## config.mk

```make
export PLATFORM = sky130hd
export DESIGN_NAME = regdst_pipe
export DESIGN_NICKNAME = d
export VERILOG_FILES = /design/src/rtl/regdst_pkg.sv /design/src/rtl/regdst_match.sv /design/src/rtl/regdst_pipe.sv
export SDC_FILE = /design/constraint.sdc
export NUM_CORES = 1
export LEC_CHECK = 0
export ABC_AREA = 1
export CORE_MARGIN = 5
export CORE_UTILIZATION = 35
export DETAILED_ROUTE_END_ITERATION = 6
export SLEW_MARGIN = 20
export SYNTH_ARGS = -nofsm -noshare
export SYNTH_HDL_FRONTEND = slang
export SYNTH_SLANG_ARGS = --single-unit
```

## constraint.sdc

```tcl
create_clock -name clock -period 1.45 [get_ports clock]
set_input_delay 0.29 -clock clock [delete_from_list [all_inputs] [get_ports clock]]
set_output_delay 0.29 -clock clock [all_outputs]
set_load 0.02 [all_outputs]
```

## src/rtl/regdst_pkg.sv

```systemverilog
`default_nettype none
// ============================================================================
// Module   : regdst_pkg
// Brief    : Shared encodings, stage-entry control type and sizing helper for
//            the pipelined register-destination tracker.
// Revision : 1.0
// ============================================================================
package regdst_pkg;

    localparam logic [1:0] REGDST_RT   = 2'b00;
    localparam logic [1:0] REGDST_RD   = 2'b01;
    localparam logic [1:0] REGDST_LINK = 2'b10;
    localparam logic [1:0] REGDST_RSVD = 2'b11;

    localparam int REG_ZERO = 0;

    // Control half of a stage entry; the address half is width-parametrised
    // and joined to this in the top level.
    typedef struct packed {
        logic we;
        logic load;
    } stage_ctl_t;

    function automatic int sel_width(input int depth);
        return (depth > 2) ? $clog2(depth) : 1;
    endfunction

endpackage
`default_nettype wire

```

## src/rtl/regdst_match.sv

```systemverilog
`default_nettype none
// ============================================================================
// Module   : regdst_match
// Brief    : Priority comparator returning the youngest in-flight stage whose
//            write destination equals the query address.
// Revision : 1.0
// ============================================================================
module regdst_match
#(
    parameter int ADDR_W = 5,
    parameter int DEPTH  = 3,
    parameter int SEL_W  = 2
)(
    input  logic [DEPTH*ADDR_W-1:0] i_stage_addr,
    input  logic [DEPTH-1:0]        i_stage_we,
    input  logic [ADDR_W-1:0]       i_query,
    output logic                    o_hit,
    output logic [SEL_W-1:0]        o_stage
);

    // Scanning oldest to youngest lets the youngest match overwrite the rest.
    always_comb begin
        o_hit   = 1'b0;
        o_stage = '0;
        for (int k = DEPTH - 1; k >= 0; k--) begin
            if (i_stage_we[k] && (i_query != '0) &&
                (i_stage_addr[k*ADDR_W +: ADDR_W] == i_query)) begin
                o_hit   = 1'b1;
                o_stage = SEL_W'(k);
            end
        end
    end

endmodule
`default_nettype wire

```

## src/rtl/regdst_pipe.sv

```systemverilog
`default_nettype none
// ============================================================================
// Module   : regdst_pipe
// Brief    : Register-destination select, DEPTH-stage destination pipeline
//            (EX..WB) and decode-stage forwarding / load-use detection.
// Revision : 1.0
// ============================================================================
module regdst_pipe
    import regdst_pkg::*;
#(
    parameter int ADDR_W   = 5,
    parameter int DEPTH    = 3,
    parameter int LINK_REG = 31,
    parameter int SEL_W    = sel_width(DEPTH)
)(
    input  logic                    clock,
    input  logic                    reset_n,
    input  logic [ADDR_W-1:0]       rt,
    input  logic [ADDR_W-1:0]       rd,
    input  logic [1:0]              reg_dst,
    input  logic                    reg_write_in,
    input  logic                    mem_read_in,
    input  logic                    hold,
    input  logic                    bubble,
    input  logic [ADDR_W-1:0]       rs_q,
    input  logic [ADDR_W-1:0]       rt_q,
    output logic [DEPTH*ADDR_W-1:0] stage_addr,
    output logic [DEPTH-1:0]        stage_we,
    output logic [ADDR_W-1:0]       wb_addr,
    output logic                    wb_we,
    output logic                    fwd_rs_hit,
    output logic [SEL_W-1:0]        fwd_rs_stage,
    output logic                    fwd_rt_hit,
    output logic [SEL_W-1:0]        fwd_rt_stage,
    output logic                    load_use
);

    typedef struct packed {
        logic [ADDR_W-1:0] addr;
        stage_ctl_t        ctl;
    } stage_entry_t;

    if (DEPTH < 2 || DEPTH > 8) begin : g_bad_depth
        $error("regdst_pipe: DEPTH must lie in 2..8");
    end
    if (SEL_W != sel_width(DEPTH)) begin : g_bad_sel_w
        $error("regdst_pipe: SEL_W must not be overridden");
    end

    stage_entry_t      r_stage [DEPTH];
    logic [ADDR_W-1:0] w_sel_addr;
    logic              w_sel_we;
    logic              w_sel_load;
    stage_entry_t      w_next0;

    always_comb begin
        case (reg_dst)
            REGDST_RT:   w_sel_addr = rt;
            REGDST_RD:   w_sel_addr = rd;
            REGDST_LINK: w_sel_addr = ADDR_W'(LINK_REG);
            default:     w_sel_addr = '0;
        endcase
    end

    // Writes to $zero are architecturally void, so they never travel as writes.
    assign w_sel_we   = reg_write_in && (reg_dst != REGDST_RSVD) &&
                        (w_sel_addr != ADDR_W'(REG_ZERO));
    assign w_sel_load = mem_read_in && w_sel_we;

    // A reserved select is indistinguishable from an explicit bubble.
    always_comb begin
        w_next0 = '0;
        if (!bubble && (reg_dst != REGDST_RSVD)) begin
            w_next0.addr     = w_sel_addr;
            w_next0.ctl.we   = w_sel_we;
            w_next0.ctl.load = w_sel_load;
        end
    end

    always_ff @(posedge clock) begin
        if (!reset_n) begin
            for (int k = 0; k < DEPTH; k++) begin
                r_stage[k] <= '0;
            end
        end else if (!hold) begin
            r_stage[0] <= w_next0;
            for (int k = 1; k < DEPTH; k++) begin
                r_stage[k] <= r_stage[k-1];
            end
        end
    end

    for (genvar k = 0; k < DEPTH; k++) begin : g_out
        assign stage_addr[k*ADDR_W +: ADDR_W] = r_stage[k].addr;
        assign stage_we[k]                    = r_stage[k].ctl.we;
    end

    assign wb_addr = r_stage[DEPTH-1].addr;
    assign wb_we   = r_stage[DEPTH-1].ctl.we;

    regdst_match #(
        .ADDR_W (ADDR_W),
        .DEPTH  (DEPTH),
        .SEL_W  (SEL_W)
    ) u_match_rs (
        .i_stage_addr (stage_addr),
        .i_stage_we   (stage_we),
        .i_query      (rs_q),
        .o_hit        (fwd_rs_hit),
        .o_stage      (fwd_rs_stage)
    );

    regdst_match #(
        .ADDR_W (ADDR_W),
        .DEPTH  (DEPTH),
        .SEL_W  (SEL_W)
    ) u_match_rt (
        .i_stage_addr (stage_addr),
        .i_stage_we   (stage_we),
        .i_query      (rt_q),
        .o_hit        (fwd_rt_hit),
        .o_stage      (fwd_rt_stage)
    );

    // Only an EX-stage load is too late to forward; later loads have data.
    assign load_use = r_stage[0].ctl.load &&
                      (r_stage[0].addr != ADDR_W'(REG_ZERO)) &&
                      ((r_stage[0].addr == rs_q) || (r_stage[0].addr == rt_q));

endmodule
`default_nettype wire

```

# After elaboration in Yosys (flattened, before gate mapping)
# Memories as Yosys holds them, arrays and structs flattened.
# Cells that the tools add are included.
[totals]
reg_bits = 0
mem_bits_rw = 21
in_bits = 28
wordCells = 59
mem_count = 1
[memory_table]
columns = ["name", "depth", "width", "rd", "rd_ports_with_merged_regs", "wr", "line_no", "text"]
rows = [
  ["r_stage", 3, 7, 3, 0, 3, "regdst_pipe.sv:50", "stage_entry_t r_stage [DEPTH];"],
]
[op_classes]
n_eq_ne = 9
mux = 21
bitwise_logic = 3
n_reduce_logical = 25
[ops]
columns = ["cell", "n"]
rows = [
  ["5-bit == test", 6],
  ["7-bit two-way mux", 4],
  ["5-bit nonzero test", 4],
  ["1-bit logical AND", 18],
  ["5-bit one-hot mux with 3 select lines", 1],
  ["2-bit two-way mux", 6],
  ["1-bit two-way mux", 10],
  ["1-bit OR", 3],
  ["2-bit by 1-bit == test with 1-bit output (second input constant)", 1],
  ["2-bit == test (second input constant)", 1],
  ["2-bit zero test", 1],
  ["2-bit != test (second input constant)", 1],
  ["1-bit zero test", 1],
  ["1-bit logical OR", 1],
]

# Depth between registers and ports, before layout
[depth]
depth_word = 7
ltp_mapped = 9
mapped_depth_nobuf = 9

# Cells and area by module
# Synthesis repeated with hierarchy kept, for this count alone.
[hier_totals]
cells_unflattened = 320
hier_area_um2 = 1943.1
[modules_own_cells]
columns = ["module", "n_inst", "cells_each", "area_each_um2", "seq_area_each_um2"]
rows = [
  ["regdst_pipe", 1, 144, 1197.4, 570.5],
  ["regdst_match", 2, 88, 372.9, 0.0],
]

# Worst setup path before layout
# OpenSTA, ideal clock, no wires.
[synth_path]
path_type = "reg-to-output"
startpoint = "memory r_stage[0][6] in the netlist's numbering"
endpoint = "output port load_use"
arrival_ps = 1134
t_required_ps = 1160
path_slack_ps = 26
stages_incl_launch_ff = 4
n_path_buf = 0
path_cell_list = "edfxtp_1 > xnor2_1 > nand3_1 > a21oi_1"
[synth_lines]
columns = ["element", "line_no", "text"]
rows = [
  ["start: declaration", "regdst_pipe.sv:50", ""],
  ["end: declaration", "regdst_pipe.sv:35", "output logic load_use"],
]

==> out/qor.csv <==
metric,value,unit
# IOs,59,
cts bufs inserted,3,
Clock Latency Late Sink,250,ps
core footprint,4723,um2
row count,25,
synth warn,0,
status,finished with violations,
first-pass detailed-route iteration total,4,
Pleak,1.391,nW
Crit Path Category,reg -> out,
Worst Path Max Fanout,4,
Crit path required time,1160,ps
WL per Instance,11.54,um
final hold violation count,0,
via/cell ratio,4.412,
clock tree buffer depth,2,
failing checks,setup timing,
ys flop type,edfxtp_1,
vias in the first global route,1711,
Worst Path Buf+Inv,2,
max incr delay on CP,450,ps
syn nets,289,
area share of the leading cell type in the synthesized netlist,0.3368,
"FFs w/ async S/R, synth",0,
"antenna viol nets, final",0,
final wirelength,4.846,mm
Slew HR,0.8193,
CP Capture Type,output pin,
Worst-path clk slew,80,ps
fin area,2721,um2
hold path depth,2,
Die W,79.57,um
Tcrit/Tclk final,1.235,
Clock Sinks,19,
reg2reg path depth,8,
critical path arrival,1500,ps
maximum number of pins on one net before global-route repair,20,
initial core utilization,0.3587,
ratio of cells with drive above 1 in the final layout,0.3909,
Power Density,626.7,nW/um2
die height,79.57,um
top cell type by total area after synthesis,edfxtp_1,
Max Fclk,0.5584,GHz
first-pass GRT wire length,7.803,mm
footprint of the multi-input gates,890.9,um2
Peak VDD IR,340.8,uV
CP Depth,8,
"count leader, synth",nand2_1,
Worst Skew,6.809,ps
"Area growth, synth to finish",60.64,%
hold crit path type,reg -> reg,
total grt overflow,0,
Detailed Place HPWL,3.871,mm
Slew @ Worst Pin,271.1,ps
"slowest stage cell, crit path",edfxtp_1,
RePlAce Congestion,0.9374,
NumNets Final,382,
CTS root buffer,clkbuf_8,
fill count,417,
H-tree depth,1,
Synth Instances,261,
Setup WS post-layout,-340.7,ps
post-layout min period,1791,ps
number of synthesized flops with an enable pin,19,
synthesis-stage register bit count,19,
Area contributors post-synth,"edfxtp_1 34%, nand2_1 20%, buf_4 10%",
pre-CTS WS,-997.3,ps
synthesized area,1694,um2
Top Registers,r_stage (19),
Antenna diodes,0,
CP Cell Sequence,inv_1 > nand2_1 > nand2_2 > nor2_2 > nand3_2 > nor2_4 > nor2_1 > buf_4,
# setup viols final,7,
die area,6331,um2
Post-Synthesis Mean Instance Area,6.491,um2
CP Launch Type,register,
initial antenna violation count,0,
sequential share of the synthesized area,0.3368,
Reg with most FFs,r_stage,
"delay-heaviest family, CP",simple AND/OR/NAND/NOR gates,
max reg flops,19,
Initial DRC Count,102,
I/O Buffers,58,
synth cell count leaders,"92 x nand2_1, 37 x nor2_1, 31 x inv_1",
Netlist cell types,22,
Hold Buf Count CTS,0,
Tot Pwr,0.001705,W
Max Cap Viol,0,
register area,570.5,um2
DP Area,2507,um2
RSZ-0062 raised after global routing,yes,
GR Util All Layers,0.1572,
vias post-DR,1853,
CTS tree,built,
pins over their slew limit,0,
DRC viols,0,
-- final timing paths --
path | startpoint | slack (ps) | endpoint
max | r_stage[0][3] | -340 | fwd_rs_stage[0]
min | r_stage[0][8] | 660 | r_stage[0][15]
max reg2reg | r_stage[0][11] | 100 | r_stage[0][18]
min reg2reg | r_stage[0][8] | 660 | r_stage[0][15]
-- final cells by class --
class,count,share of cell area
tap,67,0.03080
timing repair buffer,112,0.3591
multi-input combinational,177,0.3274
clock buffer,4,0.01655
sequential,19,0.2097
inverter,41,0.05655
-- kinds of logic (layout without fill, tap and decap cells) --
group | Yosys count | after routing | synth area share
flip-flops | 19 | 19 | 0.3368
XOR/XNOR | 5 | 5 | 0.02585
AND/OR/NAND/NOR | 162 | 162 | 0.4091
buffers and inverters | 65 | 157 | 0.1950
AO/OA/AOI/OAI | 10 | 10 | 0.03323
-- routing by layer --
| metal | vias up | global-route usage | wire length [um] |
|---|---|---|---|
| met5 | - | 0 | 0 |
| met2 | 55 | 0.2947 | 2529 |
| met3 | 2 | 0.01806 | 236 |
| met4 | 0 | 0.03608 | 39 |
| met1 | 832 | 0.1894 | 2041 |
| li1 | 964 | - | - |
-- where the power goes --
part | switching (W) | total (W) | internal, W
combinational | 0.000329 | 0.000655 | 0.000327
clock | 0.000175 | 0.000370 | 0.000195
sequential | 0.0000385 | 0.000680 | 0.000642
total | 0.000542 | 0.00171 | 0.00116
-- placed cells by master (no fill, tap or decap), types with 4 or more instances in the layout --
master / n
nand3_1: 8
nor2_1: 30
buf_4: 50
buf_6: 17
clkbuf_2: 9
inv_1: 25
nand4_1: 5
nand2_1: 84
nor2_4: 4
nand2_2: 9
edfxtp_1: 19
clkdlybuf4s15_1: 5
nor2_2: 13
inv_2: 16
clkdlybuf4s50_1: 15
o21ai_0: 4
dlygate4sd2_1: 9
-- timing repair --
item	CTS	global route
pin swaps	14	11
buffers inserted	15	7
resized for setup	119	68
endpoints found under the setup margin	31	32
-- through the flow --
stage | hold WS (ps) | instances | utilization | TNS [ps]
finish | 656.4 | 420 | 0.5762 | -2164
global placement | 639.3 | 402 | 0.5309 | -7607
detailed placement | 635.4 | 402 | 0.5309 | -7696
CTS | 654.2 | 421 | 0.5581 | -2427
floorplan | 498.0 | 261 | - | 0
global route | 685.9 | 420 | 0.5762 | -2968
-- worst reg2reg max path, delay by kind of cell (launching register included) --
kind	cells	cell delay [ps]
buffers and inverters	7	680
AND/OR/NAND/NOR	1	80
flip-flops	1	460
No activity file was read; power rests on OpenSTA's default activity.
